$ cat config.mk
export PLATFORM = sky130hd
export DESIGN_NAME = pipeline_hazard_controller
export DESIGN_NICKNAME = d
export VERILOG_FILES = /design/src/rtl/pipeline_hazard_controller.sv
export SDC_FILE = /design/constraint.sdc
export NUM_CORES = 1
export LEC_CHECK = 0
export CAP_MARGIN = 20
export CORE_ASPECT_RATIO = 0.8
export CORE_UTILIZATION = 44
export DETAILED_ROUTE_END_ITERATION = 8
export PLACE_DENSITY = 0.79
export SLEW_MARGIN = 0
export SYNTH_ARGS = -nofsm -noshare
export SYNTH_HDL_FRONTEND = slang
export SYNTH_SLANG_ARGS = --single-unit
$ cat constraint.sdc
create_clock -name clk -period 2.2 [get_ports clk]
set_input_delay 0.44 -clock clk [delete_from_list [all_inputs] [get_ports clk]]
set_output_delay 0.44 -clock clk [all_outputs]
set_load 0.1 [all_outputs]
$ cat src/rtl/pipeline_hazard_controller.sv
`default_nettype none
// ============================================================================
//  Module      : pipeline_hazard_controller
//  Description : Stage-advance, flush, forwarding and freeze control for a
//                5-stage pipe, with a memory watchdog and perf counters.
//  Revision    : 1.0 - initial release
// ============================================================================
module pipeline_hazard_controller #(
    parameter int REG_ADDR_WIDTH = 5,
    parameter int FORWARDING_EN  = 1,
    parameter int MEM_TIMEOUT    = 255,
    parameter int CNT_WIDTH      = 32
) (
    input  logic                      clk,
    input  logic                      reset,
    input  logic [REG_ADDR_WIDTH-1:0] id_rs1_addr,
    input  logic [REG_ADDR_WIDTH-1:0] id_rs2_addr,
    input  logic                      id_rs1_used,
    input  logic                      id_rs2_used,
    input  logic [REG_ADDR_WIDTH-1:0] ex_rd_addr,
    input  logic                      ex_reg_wren,
    input  logic                      ex_is_load,
    input  logic [REG_ADDR_WIDTH-1:0] mem_rd_addr,
    input  logic                      mem_reg_wren,
    input  logic                      mem_branch_taken,
    input  logic                      mem_req,
    input  logic                      mem_ready,
    input  logic [REG_ADDR_WIDTH-1:0] wb_rd_addr,
    input  logic                      wb_reg_wren,
    output logic                      pc_wren,
    output logic                      if_id_wren,
    output logic                      id_ex_wren,
    output logic                      ex_mem_wren,
    output logic                      mem_wb_wren,
    output logic                      if_id_flush,
    output logic                      id_ex_flush,
    output logic                      ex_mem_flush,
    output logic                      reg_commit,
    output logic                      ram_commit,
    output logic [1:0]                fwd_rs1_sel,
    output logic [1:0]                fwd_rs2_sel,
    output logic                      halted,
    output logic [CNT_WIDTH-1:0]      stall_cycles,
    output logic [CNT_WIDTH-1:0]      flush_events
);

    typedef enum logic [1:0] {
        ST_INIT     = 2'd0,
        ST_RUN      = 2'd1,
        ST_MEM_WAIT = 2'd2,
        ST_HALT     = 2'd3
    } state_t;

    localparam int                  c_wait_w    = (MEM_TIMEOUT > 1) ? $clog2(MEM_TIMEOUT) : 1;
    localparam logic [c_wait_w-1:0] c_wait_last = c_wait_w'((MEM_TIMEOUT > 0) ? MEM_TIMEOUT - 1 : 0);
    localparam bit                  c_wdog_en   = (MEM_TIMEOUT != 0);
    localparam bit                  c_fwd_en    = (FORWARDING_EN != 0);

    state_t                state_q, state_d;
    logic [c_wait_w-1:0]   wait_cnt_q, wait_cnt_d;
    logic                  halted_q, halted_d;
    logic [CNT_WIDTH-1:0]  stall_cycles_q, stall_cycles_d;
    logic [CNT_WIDTH-1:0]  flush_events_q, flush_events_d;
    logic [1:0]            fwd_rs1_sel_q, fwd_rs1_sel_d;
    logic [1:0]            fwd_rs2_sel_q, fwd_rs2_sel_d;

    logic w_rs1_live, w_rs2_live;
    logic w_rs1_ex, w_rs1_mem, w_rs1_wb;
    logic w_rs2_ex, w_rs2_mem, w_rs2_wb;
    logic w_raw_stall, w_freeze;

    // Register 0 is hardwired zero, so it never creates a dependency.
    assign w_rs1_live = id_rs1_used && (id_rs1_addr != '0);
    assign w_rs2_live = id_rs2_used && (id_rs2_addr != '0);
    assign w_rs1_ex   = w_rs1_live && ex_reg_wren  && (id_rs1_addr == ex_rd_addr);
    assign w_rs1_mem  = w_rs1_live && mem_reg_wren && (id_rs1_addr == mem_rd_addr);
    assign w_rs1_wb   = w_rs1_live && wb_reg_wren  && (id_rs1_addr == wb_rd_addr);
    assign w_rs2_ex   = w_rs2_live && ex_reg_wren  && (id_rs2_addr == ex_rd_addr);
    assign w_rs2_mem  = w_rs2_live && mem_reg_wren && (id_rs2_addr == mem_rd_addr);
    assign w_rs2_wb   = w_rs2_live && wb_reg_wren  && (id_rs2_addr == wb_rd_addr);
    assign w_freeze   = mem_req && !mem_ready;

    generate
        if (FORWARDING_EN != 0) begin : g_stall_fwd
            assign w_raw_stall = ex_is_load && (w_rs1_ex || w_rs2_ex);
        end else begin : g_stall_nofwd
            assign w_raw_stall = w_rs1_ex || w_rs1_mem || w_rs1_wb ||
                                 w_rs2_ex || w_rs2_mem || w_rs2_wb;
        end
    endgenerate

    always_comb begin
        state_d        = state_q;
        wait_cnt_d     = wait_cnt_q;
        halted_d       = halted_q;
        stall_cycles_d = stall_cycles_q;
        flush_events_d = flush_events_q;
        fwd_rs1_sel_d  = fwd_rs1_sel_q;
        fwd_rs2_sel_d  = fwd_rs2_sel_q;
        pc_wren        = 1'b0;
        if_id_wren     = 1'b0;
        id_ex_wren     = 1'b0;
        ex_mem_wren    = 1'b0;
        mem_wb_wren    = 1'b0;
        if_id_flush    = 1'b0;
        id_ex_flush    = 1'b0;
        ex_mem_flush   = 1'b0;
        reg_commit     = 1'b0;
        ram_commit     = 1'b0;

        if (reset) begin
            if_id_flush  = 1'b1;
            id_ex_flush  = 1'b1;
            ex_mem_flush = 1'b1;
        end else begin
            case (state_q)
                ST_INIT: begin
                    if_id_wren   = 1'b1;
                    id_ex_wren   = 1'b1;
                    ex_mem_wren  = 1'b1;
                    mem_wb_wren  = 1'b1;
                    if_id_flush  = 1'b1;
                    id_ex_flush  = 1'b1;
                    ex_mem_flush = 1'b1;
                    state_d      = ST_RUN;
                end
                ST_RUN, ST_MEM_WAIT: begin
                    if (w_freeze) begin
                        state_d    = ST_MEM_WAIT;
                        wait_cnt_d = wait_cnt_q + 1'b1;
                        if (c_wdog_en && (wait_cnt_q == c_wait_last)) begin
                            state_d  = ST_HALT;
                            halted_d = 1'b1;
                        end
                    end else begin
                        state_d     = ST_RUN;
                        wait_cnt_d  = '0;
                        id_ex_wren  = 1'b1;
                        ex_mem_wren = 1'b1;
                        mem_wb_wren = 1'b1;
                        reg_commit  = 1'b1;
                        ram_commit  = 1'b1;
                        if (mem_branch_taken) begin
                            pc_wren      = 1'b1;
                            if_id_wren   = 1'b1;
                            if_id_flush  = 1'b1;
                            id_ex_flush  = 1'b1;
                            ex_mem_flush = 1'b1;
                            if (flush_events_q != '1)
                                flush_events_d = flush_events_q + 1'b1;
                        end else if (w_raw_stall) begin
                            id_ex_flush = 1'b1;
                        end else begin
                            pc_wren    = 1'b1;
                            if_id_wren = 1'b1;
                        end
                    end
                    if (!pc_wren && (stall_cycles_q != '1))
                        stall_cycles_d = stall_cycles_q + 1'b1;
                end
                default: ;
            endcase
        end

        // Selection is captured as the ID instruction enters EX, so the
        // current EX writer will sit in MEM and the current MEM writer in WB.
        if (id_ex_wren) begin
            if (id_ex_flush || !c_fwd_en) begin
                fwd_rs1_sel_d = 2'b00;
                fwd_rs2_sel_d = 2'b00;
            end else begin
                fwd_rs1_sel_d = w_rs1_ex ? 2'b01 : (w_rs1_mem ? 2'b10 : 2'b00);
                fwd_rs2_sel_d = w_rs2_ex ? 2'b01 : (w_rs2_mem ? 2'b10 : 2'b00);
            end
        end
    end

    always_ff @(posedge clk) begin
        if (reset) begin
            state_q        <= ST_INIT;
            wait_cnt_q     <= '0;
            halted_q       <= 1'b0;
            stall_cycles_q <= '0;
            flush_events_q <= '0;
            fwd_rs1_sel_q  <= 2'b00;
            fwd_rs2_sel_q  <= 2'b00;
        end else begin
            state_q        <= state_d;
            wait_cnt_q     <= wait_cnt_d;
            halted_q       <= halted_d;
            stall_cycles_q <= stall_cycles_d;
            flush_events_q <= flush_events_d;
            fwd_rs1_sel_q  <= fwd_rs1_sel_d;
            fwd_rs2_sel_q  <= fwd_rs2_sel_d;
        end
    end

    assign fwd_rs1_sel  = fwd_rs1_sel_q;
    assign fwd_rs2_sel  = fwd_rs2_sel_q;
    assign halted       = halted_q;
    assign stall_cycles = stall_cycles_q;
    assign flush_events = flush_events_q;

endmodule
`default_nettype wire

==> flow_summary.yaml, run 1 <==
timing:
  maxSlewHeadroom: 0.693
  finalSetupTns_ns: -1.71
  rsz0062_at_grt: "yes"
  setup_slack_ns: -0.250
  holdWs_ns: 0.420
  final.period_utilization: 1.11
  fin_skew_ns: 0.00535
  max_freq_mhz: 408
  finalHoldViolCount: 0
  period_minus_slack_ns: 2.45
  tightest_slew_ns: 0.458
  setup_viol: 20
  slew_violations: 0
global_route:
  track_usage: 0.253
  gr-total-overflow: 0
  antenna_found_initial: 0
  grt_pass1_vias: 4195
  grt_max_degree: 43
  grt_pass1_wl_um: 20400
worst_setup_path:
  crit_path_end_kind: "output port"
  reg2reg_from: "state_q[0]$_SDFFE_PP0N_"
  critical_path_required_ns: 1.76
  r2r_slack_ns: 0.09
  cp_data_arrival_time_ns: 2.01
  critPathLaunchType: "input port"
  worstSetupPathType: "input port to output port"
  rr_endpoint: "stall_cycles[13]$_SDFFE_PP0P_"
  r2r_cells: 8
  crit_path_max_fanout: 2
status:
  outcome: "finished, violations left"
  violations: "design-rule violations, negative setup slack"
detailed_routing:
  via_per_inst: 5.53
  num_vias: 4374
  ant_nets: 0
  met1Wirelength_um: 5600
  first_iter_violations: 311
  routed.top_layer: "met4"
  wire_per_inst_um: 16.3
  route.detailed.drc: 8
  wl_met3_um: 766
  routed_wl_um: 12900
  met2_length_um: 6340
  drtPass1Iterations: 7
cts:
  cts_tree: "yes"
  cts_root_buf: "clkbuf_16"
  cts_buffers: 9
  clock_latency_ns: 0.34
  clock_path_buffers: 2
  cts.sinks: 79
  htreeDepth: 3
  cts.reportedPaths.clkPinSlew_ns: 0.06
synth:
  ys_seq_area_frac: 0.373
  synth-async-reset-ratio: 0
  ys_dominant_reg_cell: "dfxtp_1"
  synthCells: 502
  synth_cell_types: 49
  ys_seq_elements: 79
  synth_area_leaders: "dfxtp_1 37%, nor2_1 7.5%, xor2_1 7.4%"
  syn_avg_cell_area_um2: 8.45
  yosysMostFrequentCell: "nor2_1"
  netlist_area_um2: 4240
  yosys_warnings: 0
  syn-num-nets: 544
  netlist_top_cells_count: "85 x nor2_1, 79 x dfxtp_1, 38 x nand2_1, 36 x xor2_1, 34 x nand3_1"
  synth_top_area_share: 0.373
  synth_edf_count: 0
  synth_top_cell_by_area: "dfxtp_1"
finish:
  final_cell_area_um2: 6600
  final_core_utilization: 0.718
  finalNetCount: 712
  drive_gt1_frac: 0.449
  areaGrowthSynthToFinish_pct: 55.5
  final_cell_count_no_fill: 791
power:
  p_int_mw: 2.66
  power_frac_clock: 0.440
  p_switching_uw: 967
  combinationalPowerShare: 0.174
  power.share.sequential: 0.386
  power.leakage_nw: 2.66
  power.total_mw: 3.63
  ir_drop_v: 0.000352
  power.density_nw_per_um2: 550
  swShare: 0.266
place:
  port_buffers: 108
  gp_congestion: 0.923
  placed_cells: 752
  dpl_cell_area_um2: 5930
  post-place-ws_ns: -0.692
  hpwl_um: 8950
floorplanning:
  die_w_um: 112
  dieHeight_um: 89.8
  io_pins: 115
  die_area_um2: 10000
  start_util: 0.462
  core.rowCount: 31
  coreArea_um2: 9190
min_path:
  hold_class: "input port to flip-flop"
  holdCritStartpoint: "reset"
  whs_path_depth: 2
  hold_end: "stall_cycles[1]$_SDFFE_PP0P_"
run:
  drv_cap: 0
-- critical path: stages --
cell and delay, ns:
buf_6 0.09, or4_4 0.54, o21ai_4 0.18, nor3_4 0.05, o21a_1 0.21, o31ai_4 0.24
nand2_4 0.08, buf_12 0.17
-- worst max-delay path by stage --
stage	from	end	slack, ns
after floorplan	id_rs1_addr[1]	pc_wren	-0.21
after detailed placement	id_rs1_addr[2]	stall_cycles[16]$_SDFFE_PP0P_	-0.69
after CTS	id_rs2_addr[2]	id_ex_flush	-0.30
after global placement	id_rs2_addr[1]	pc_wren	-0.64
after global routing	id_rs1_addr[3]	id_ex_flush	-0.30
final	id_rs2_addr[2]	id_ex_flush	-0.25
-- power by group through the flow --
stage	registers [mW]	clock network (mW)	logic [mW]
2_1_floorplan	1.46	0	0.312
6_report	1.40	1.60	0.631
5_1_grt	1.40	1.66	0.660
4_1_cts	1.40	1.62	0.598
3_5_place_dp	1.43	0	0.568
3_3_place_gp	1.43	0	0.561
-- what timing repair did --
item                                    4_1_cts  5_1_grt
hold buffers                                  0        0
gates resized for setup                      76       28
endpoints found under the setup margin       45       41
pin swaps                                    28       14
setup buffers                                14        8
-- layout by cell type (no fill, tap or decap), types with 9 or more instances in the layout --
| cell | n |
|---|---|
| xor2_1 | 36 |
| clkdlybuf4s50_1 | 9 |
| buf_6 | 15 |
| and3_1 | 14 |
| dfxtp_2 | 21 |
| dfxtp_1 | 14 |
| buf_4 | 127 |
| clkbuf_16 | 10 |
| a21oi_1 | 14 |
| nand4_1 | 25 |
| dfxtp_4 | 44 |
| nor2b_1 | 12 |
| nand3_1 | 34 |
| buf_12 | 11 |
| nand2_1 | 35 |
| nor2_1 | 82 |
| xnor2_1 | 28 |
-- final cells by class --
| type | instances | area [µm²] |
|---|---|---|
| multi-input cells | 391 | 2730 |
| fillers | 654 | 2590 |
| flip-flops and latches | 79 | 1770 |
| repair buffers | 180 | 1590 |
| clock buffers | 14 | 285 |
| well taps | 115 | 144 |
| clock inverters | 2 | 35.0 |
| inverters | 9 | 33.8 |
| diodes | 1 | 2.50 |
-- registers in the layout, summed over array words and instances, names as in the netlist --
| signal | flops |
|---|---|
| flush_events | 32 |
| stall_cycles | 32 |
| wait_cnt_q | 8 |
| fwd_rs1_sel | 2 |
| fwd_rs2_sel | 2 |
| state_q | 2 |
| halted | 1 |
-- logic make-up after synthesis --
kind of cell | after synthesis | synth area share
and+or+nand+nor | 252 | 0.301
DFF | 79 | 0.373
xor gates and xnor gates | 67 | 0.138
AOI/OAI and AO/OA | 56 | 0.103
buffers and inverters | 32 | 0.0371
muxes | 10 | 0.0301
adders and majority gates | 6 | 0.0177
-- metal layers --
metal | track usage | up-vias
li1 | - | 2095
met1 | 0.316 | 2113
met2 | 0.429 | 142
met3 | 0.0614 | 24
met4 | 0.0777 | 0
met5 | 0 | -
No activity file was read; power rests on OpenSTA's default activity.
==> run 2: changes to the inputs <==
ABC_AREA = 1   (was unset)
CORE_UTILIZATION = 46   (was 44)
PLACE_DENSITY = unset   (was 0.79)
PLACE_DENSITY_LB_ADDON = 0.3   (was unset)
==> flow_summary.yaml, run 2 <==
power:
  power.density_nw_per_um2: 503
  power.total_mw: 3.62
  power.leakage_nw: 2.97
  ir_drop_v: 0.000447
synth:
  synth_edf_count: 0
  yosysMostFrequentCell: "nand2_1"
  synth_top_area_share: 0.307
  netlist_top_cells_count: "207 x nand2_1, 106 x nor2_1, 81 x inv_1, 79 x dfxtp_1, 66 x nand3_1"
  ys_seq_area_frac: 0.307
  ys_dominant_reg_cell: "dfxtp_1"
  syn_avg_cell_area_um2: 6.45
  synthCells: 798
  yosys_warnings: 0
  synth_area_leaders: "dfxtp_1 31%, nand2_1 15%, nor2_1 7.7%"
  syn-num-nets: 840
  synth_top_cell_by_area: "dfxtp_1"
  ys_seq_elements: 79
  synth_cell_types: 37
  netlist_area_um2: 5140
  synth-async-reset-ratio: 0
timing:
  max_freq_mhz: 457
  rsz0062_at_grt: "yes"
  period_minus_slack_ns: 2.19
  finalHoldViolCount: 0
  final.period_utilization: 0.994
  slew_violations: 0
  setup_viol: 0
  tightest_slew_ns: 0.607
  maxSlewHeadroom: 0.595
  fin_skew_ns: 0.00713
finish:
  areaGrowthSynthToFinish_pct: 40.0
  fillers: 983
  final_cell_count_no_fill: 1114
  final_cell_area_um2: 7200
  multiInputGateArea_um2: 3200
  drive_gt1_frac: 0.307
  register_area_um2: 1630
  final_common_cell: "nand2_1"
  final_core_utilization: 0.661
  finalNetCount: 1007
  n_antenna_cell: 0
  mostFrequentLayoutCells: "200 x nand2_1, 136 x buf_4, 102 x nor2_1"
min_path:
  hold_end: "fwd_rs1_sel[1]$_SDFFE_PP0P_"
  holdCritStartpoint: "fwd_rs1_sel[1]$_SDFFE_PP0P_"
  whs_path_depth: 2
  hold_class: "flip-flop to flip-flop"
detailed_routing:
  via_per_inst: 5.13
  drtPass1Iterations: 5
  ant_nets: 0
  route.detailed.drc: 0
  num_vias: 5718
  wire_per_inst_um: 13.4
  first_iter_violations: 413
  routed_wl_um: 15000
floorplanning:
  die_area_um2: 11600
  coreArea_um2: 10900
  core.rowCount: 34
  dieHeight_um: 96.6
  die_w_um: 120
  io_pins: 115
  start_util: 0.472
cts:
  cts_root_buf: "clkbuf_16"
  clock_latency_ns: 0.33
  cts.reportedPaths.clkPinSlew_ns: 0.06
  htreeDepth: 3
  cts_tree: "yes"
  clock_path_buffers: 2
  cts.sinks: 79
  holdBufCountCts: 0
  cts_buffers: 9
global_route:
  grt_pass1_wl_um: 24200
  gr-total-overflow: 0
  grt_max_degree: 36
  antenna_found_initial: 0
  track_usage: 0.263
  grt_pass1_vias: 5014
place:
  port_buffers: 108
  gp_congestion: 0.976
  dpl_cell_area_um2: 6720
  placed_cells: 1072
  hpwl_um: 10900
worst_setup_path:
  worstSetupPathType: "flip-flop to output port"
  r2r_cells: 13
  max_stage_delay_ns: 0.34
  path_cells: "inv_2 -> ha_4 -> nand2_4 -> nand2_4 -> a31oi_4 -> clkinvlp_4 -> buf_12"
  slowest_stage: "dfxtp_2"
  rr_endpoint: "flush_events[24]$_SDFFE_PP0P_"
  critPathLaunchType: "flip-flop"
  cpMostUsedCell: "nand2_4"
  crit_path_end_kind: "output port"
  cp_data_arrival_time_ns: 1.75
  crit_path_max_fanout: 3
  r2r_slack_ns: 0.24
  critical_path_required_ns: 1.76
  reg2reg_from: "flush_events[1]$_SDFFE_PP0P_"
run:
  drv_cap: 0
status:
  outcome: "complete, no violations"
[run 2: cell count changes after synthesis, moves of 11 or more]
cell / change
a21oi_1: +45
and3_1: -15
nand2_2: +12
nor2b_1: -12
nand3_1: +32
nor2_1: +21
a21oi_2: +11
nor3_1: +19
nand2_1: +169
inv_1: +72
[run 2: repair_timing]
action / 4_1_cts / 5_1_grt
pin swaps: 11 / 13
buffers inserted: 22 / 4
setup endpoints to repair: 8 / 12
resized for setup: 50 / 39
[run 2: logic make-up after synthesis]
logic type | after synthesis | share of synthesized area
xor gates and xnor gates | 53 | 0.0902
AOI/OAI and AO/OA | 99 | 0.108
adders and majority gates | 6 | 0.0146
DFF | 79 | 0.307
buffers and inverters | 110 | 0.0934
and+or+nand+nor | 451 | 0.386
[run 2: where the power goes]
part / internal [mW] / total (mW) / switching [mW]
Combinational: 0.263 / 0.666 / 0.402
Clock: 0.915 / 1.51 / 0.598
Sequential: 1.44 / 1.45 / 0.00749
[run 2: stage by stage]
stage	worst slack, ns	TNS [ns]	hold WS, ns
finish	0.0136	0	0.463
global route	-0.0558	-0.256	0.484
CTS	-0.0216	-0.0242	0.463
detailed placement	-0.325	-5.06	0.455
global placement	-0.279	-3.84	0.452
floorplan	-0.144	-0.516	0.452
[run 2: how the worst max path moves through the flow]
stage	start	slack [ns]	cells after the start	endpoint
global route	state_q[0]$_SDFFE_PP0N_	-0.06	7	ex_mem_flush
CTS	id_rs1_addr[2]	-0.02	9	if_id_wren
finish	state_q[0]$_SDFFE_PP0N_	0.01	7	if_id_flush
floorplan	state_q[1]$_SDFFE_PP0N_	-0.14	8	if_id_wren
detailed placement	id_rs1_addr[3]	-0.32	11	if_id_wren
global placement	id_rs1_addr[3]	-0.28	11	if_id_wren
[run 2: layer usage]
layer,vias to the layer above,wire length (µm),global-route usage
met5,-,0,0
met4,0,217,0.0514
met3,22,1070,0.0552
met2,205,6550,0.416
met1,2590,7120,0.369
li1,2901,-,-
[run 2: worst max-delay path: cells and delay by family, from the launching register on]
family / cells / cell delay (ns)
buffers and inverters: 3 / 0.43
AND/OR/NAND/NOR: 2 / 0.14
AO/OA/AOI/OAI: 1 / 0.25
adder cells (fa/ha/maj): 1 / 0.24
flip-flops: 1 / 0.34
[run 2: cell type report]
type,count,area share
clock buffers,12,0.0342
well taps,144,0.0250
repair buffers,181,0.215
inverters,85,0.0476
flip-flops and latches,79,0.226
clock inverters,4,0.00747
multi-input cells,609,0.445
==> run 3: changes to the inputs <==
TNS_END_PERCENT = 5   (was unset)
==> flow_summary.yaml, run 3 (synthesized netlist as in run 2, its figures left out) <==
cts:
  cts.reportedPaths.clkPinSlew_ns: 0.06
  cts.sinks: 79
  cts_tree: "yes"
  cts_root_buf: "clkbuf_16"
  clock_path_buffers: 2
  clock_latency_ns: 0.34
  cts_buffers: 9
  htreeDepth: 3
finish:
  finalNetCount: 996
  final_common_cell: "nand2_1"
  n_antenna_cell: 0
  mostFrequentLayoutCells: "198 x nand2_1, 125 x buf_4, 101 x nor2_1"
  final_core_utilization: 0.650
  areaGrowthSynthToFinish_pct: 37.6
  drive_gt1_frac: 0.266
place:
  gp_congestion: 1.03
  hpwl_um: 11100
  port_buffers: 108
floorplanning:
  coreArea_um2: 10900
  io_pins: 115
  start_util: 0.472
  die_area_um2: 11600
  die_w_um: 120
  core.rowCount: 34
  dieHeight_um: 96.6
worst_setup_path:
  critPathTopFamily: "buffers and inverters"
  crit_buf_inv: 4
  cp_data_arrival_time_ns: 1.73
  slowest_stage: "clkdlybuf4s15_1"
  critical_path_required_ns: 1.76
  critPathLaunchType: "input port"
  crit_path_end_kind: "output port"
  crit_path_max_fanout: 3
  worstSetupPathType: "input port to output port"
  max_stage_delay_ns: 0.23
  path_cells: "clkdlybuf4s15_1 -> inv_1 -> nand2_1 -> nand2_1 -> nor2_2 -> nand3_2 -> nand2_2 -> nand3_2 -> o21ai_2 -> bufinv_8 -> buf_12"
status:
  violations: "design-rule violations"
  outcome: "finished, violations left"
global_route:
  grt_max_degree: 35
  antenna_found_initial: 0
  track_usage: 0.262
  grt_pass1_vias: 5020
  grt_pass1_wl_um: 24100
  gr-total-overflow: 0
detailed_routing:
  ant_nets: 0
  routed_wl_um: 14900
  num_vias: 5655
  route.detailed.drc: 1
  drtPass1Iterations: 7
  wire_per_inst_um: 13.5
  first_iter_violations: 308
  via_per_inst: 5.14
timing:
  tightest_slew_ns: 0.544
  slew_violations: 0
  maxSlewHeadroom: 0.637
  rsz0062_at_grt: "yes"
  finalSetupTns_ns: 0
  period_minus_slack_ns: 2.17
  max_freq_mhz: 461
  fin_skew_ns: 0.00861
  setup_viol: 0
  finalHoldViolCount: 0
  final.period_utilization: 0.987
power:
  power.density_nw_per_um2: 496
  ir_drop_v: 0.000393
  power.leakage_nw: 2.92
min_path:
  hold_class: "input port to flip-flop"
run:
  drv_cap: 0
==> run 3: final timing paths <==
kind	slack, ns	startpoint	to	depth (start not counted)
worst max-delay path	0.03	ex_rd_addr[2]	if_id_wren	11
worst min-delay path	0.45	reset	fwd_rs1_sel[1]$_SDFFE_PP0P_	2
worst max register to register	0.26	stall_cycles[11]$_SDFFE_PP0P_	stall_cycles[18]$_SDFFE_PP0P_	11
worst min register to register	0.47	fwd_rs1_sel[0]$_SDFFE_PP0P_	fwd_rs1_sel[0]$_SDFFE_PP0P_	2
==> run 3: area by class of cell <==
cell class | instances | area (µm²)
fill | 1033 | 3810
multi-input combinational | 609 | 3200
sequential | 79 | 1590
timing repair buffer | 170 | 1490
inverter | 85 | 340
clock buffer | 11 | 253
tap | 144 | 180
clock inverter | 3 | 20.0
==> run 3: worst reg2reg max path, delay by kind of cell (launching register included) <==
kind / cells / cell delay (ns)
AO/OA/AOI/OAI: 1 / 0.12
buffers and inverters: 2 / 0.28
flip-flops: 1 / 0.42
AND/OR/NAND/NOR: 8 / 1.05
==> run 3: what timing repair did <==
action,4_1_cts,5_1_grt
hold buffers,0,0
pin swaps,11,12
gates resized for setup,48,29
setup endpoints to repair,8,9
buffers inserted,13,1
==> run 3: per-stage QoR <==
stage	setup slack (ns)	std cells	hold WS (ns)	power [mW]	cell area, µm²
5_1_grt	-0.0615	1101	0.471	3.62	7080
2_1_floorplan	-0.147	798	0.454	1.86	5260
4_1_cts	0.0000656	1100	0.456	3.52	7090
6_report	0.0286	1101	0.453	3.51	7080
3_3_place_gp	-0.285	1073	0.454	2.10	6690
3_5_place_dp	-0.290	1073	0.454	2.10	6690
==> run 3: power by group <==
group	leakage [nW]	internal, mW	switching [mW]
Combinational	2.15	0.258	0.397
Sequential	0.641	1.44	0.00771
Clock	0.129	0.811	0.602
==> run 3: routing by layer <==
layer / share of wire / vias to the layer above / GRT usage
met1: 0.47 / 2570 / 0.363
met4: 0.013 / 0 / 0.0720
met3: 0.072 / 20 / 0.0616
met2: 0.44 / 180 / 0.409
li1: - / 2885 / -
met5: 0 / - / 0
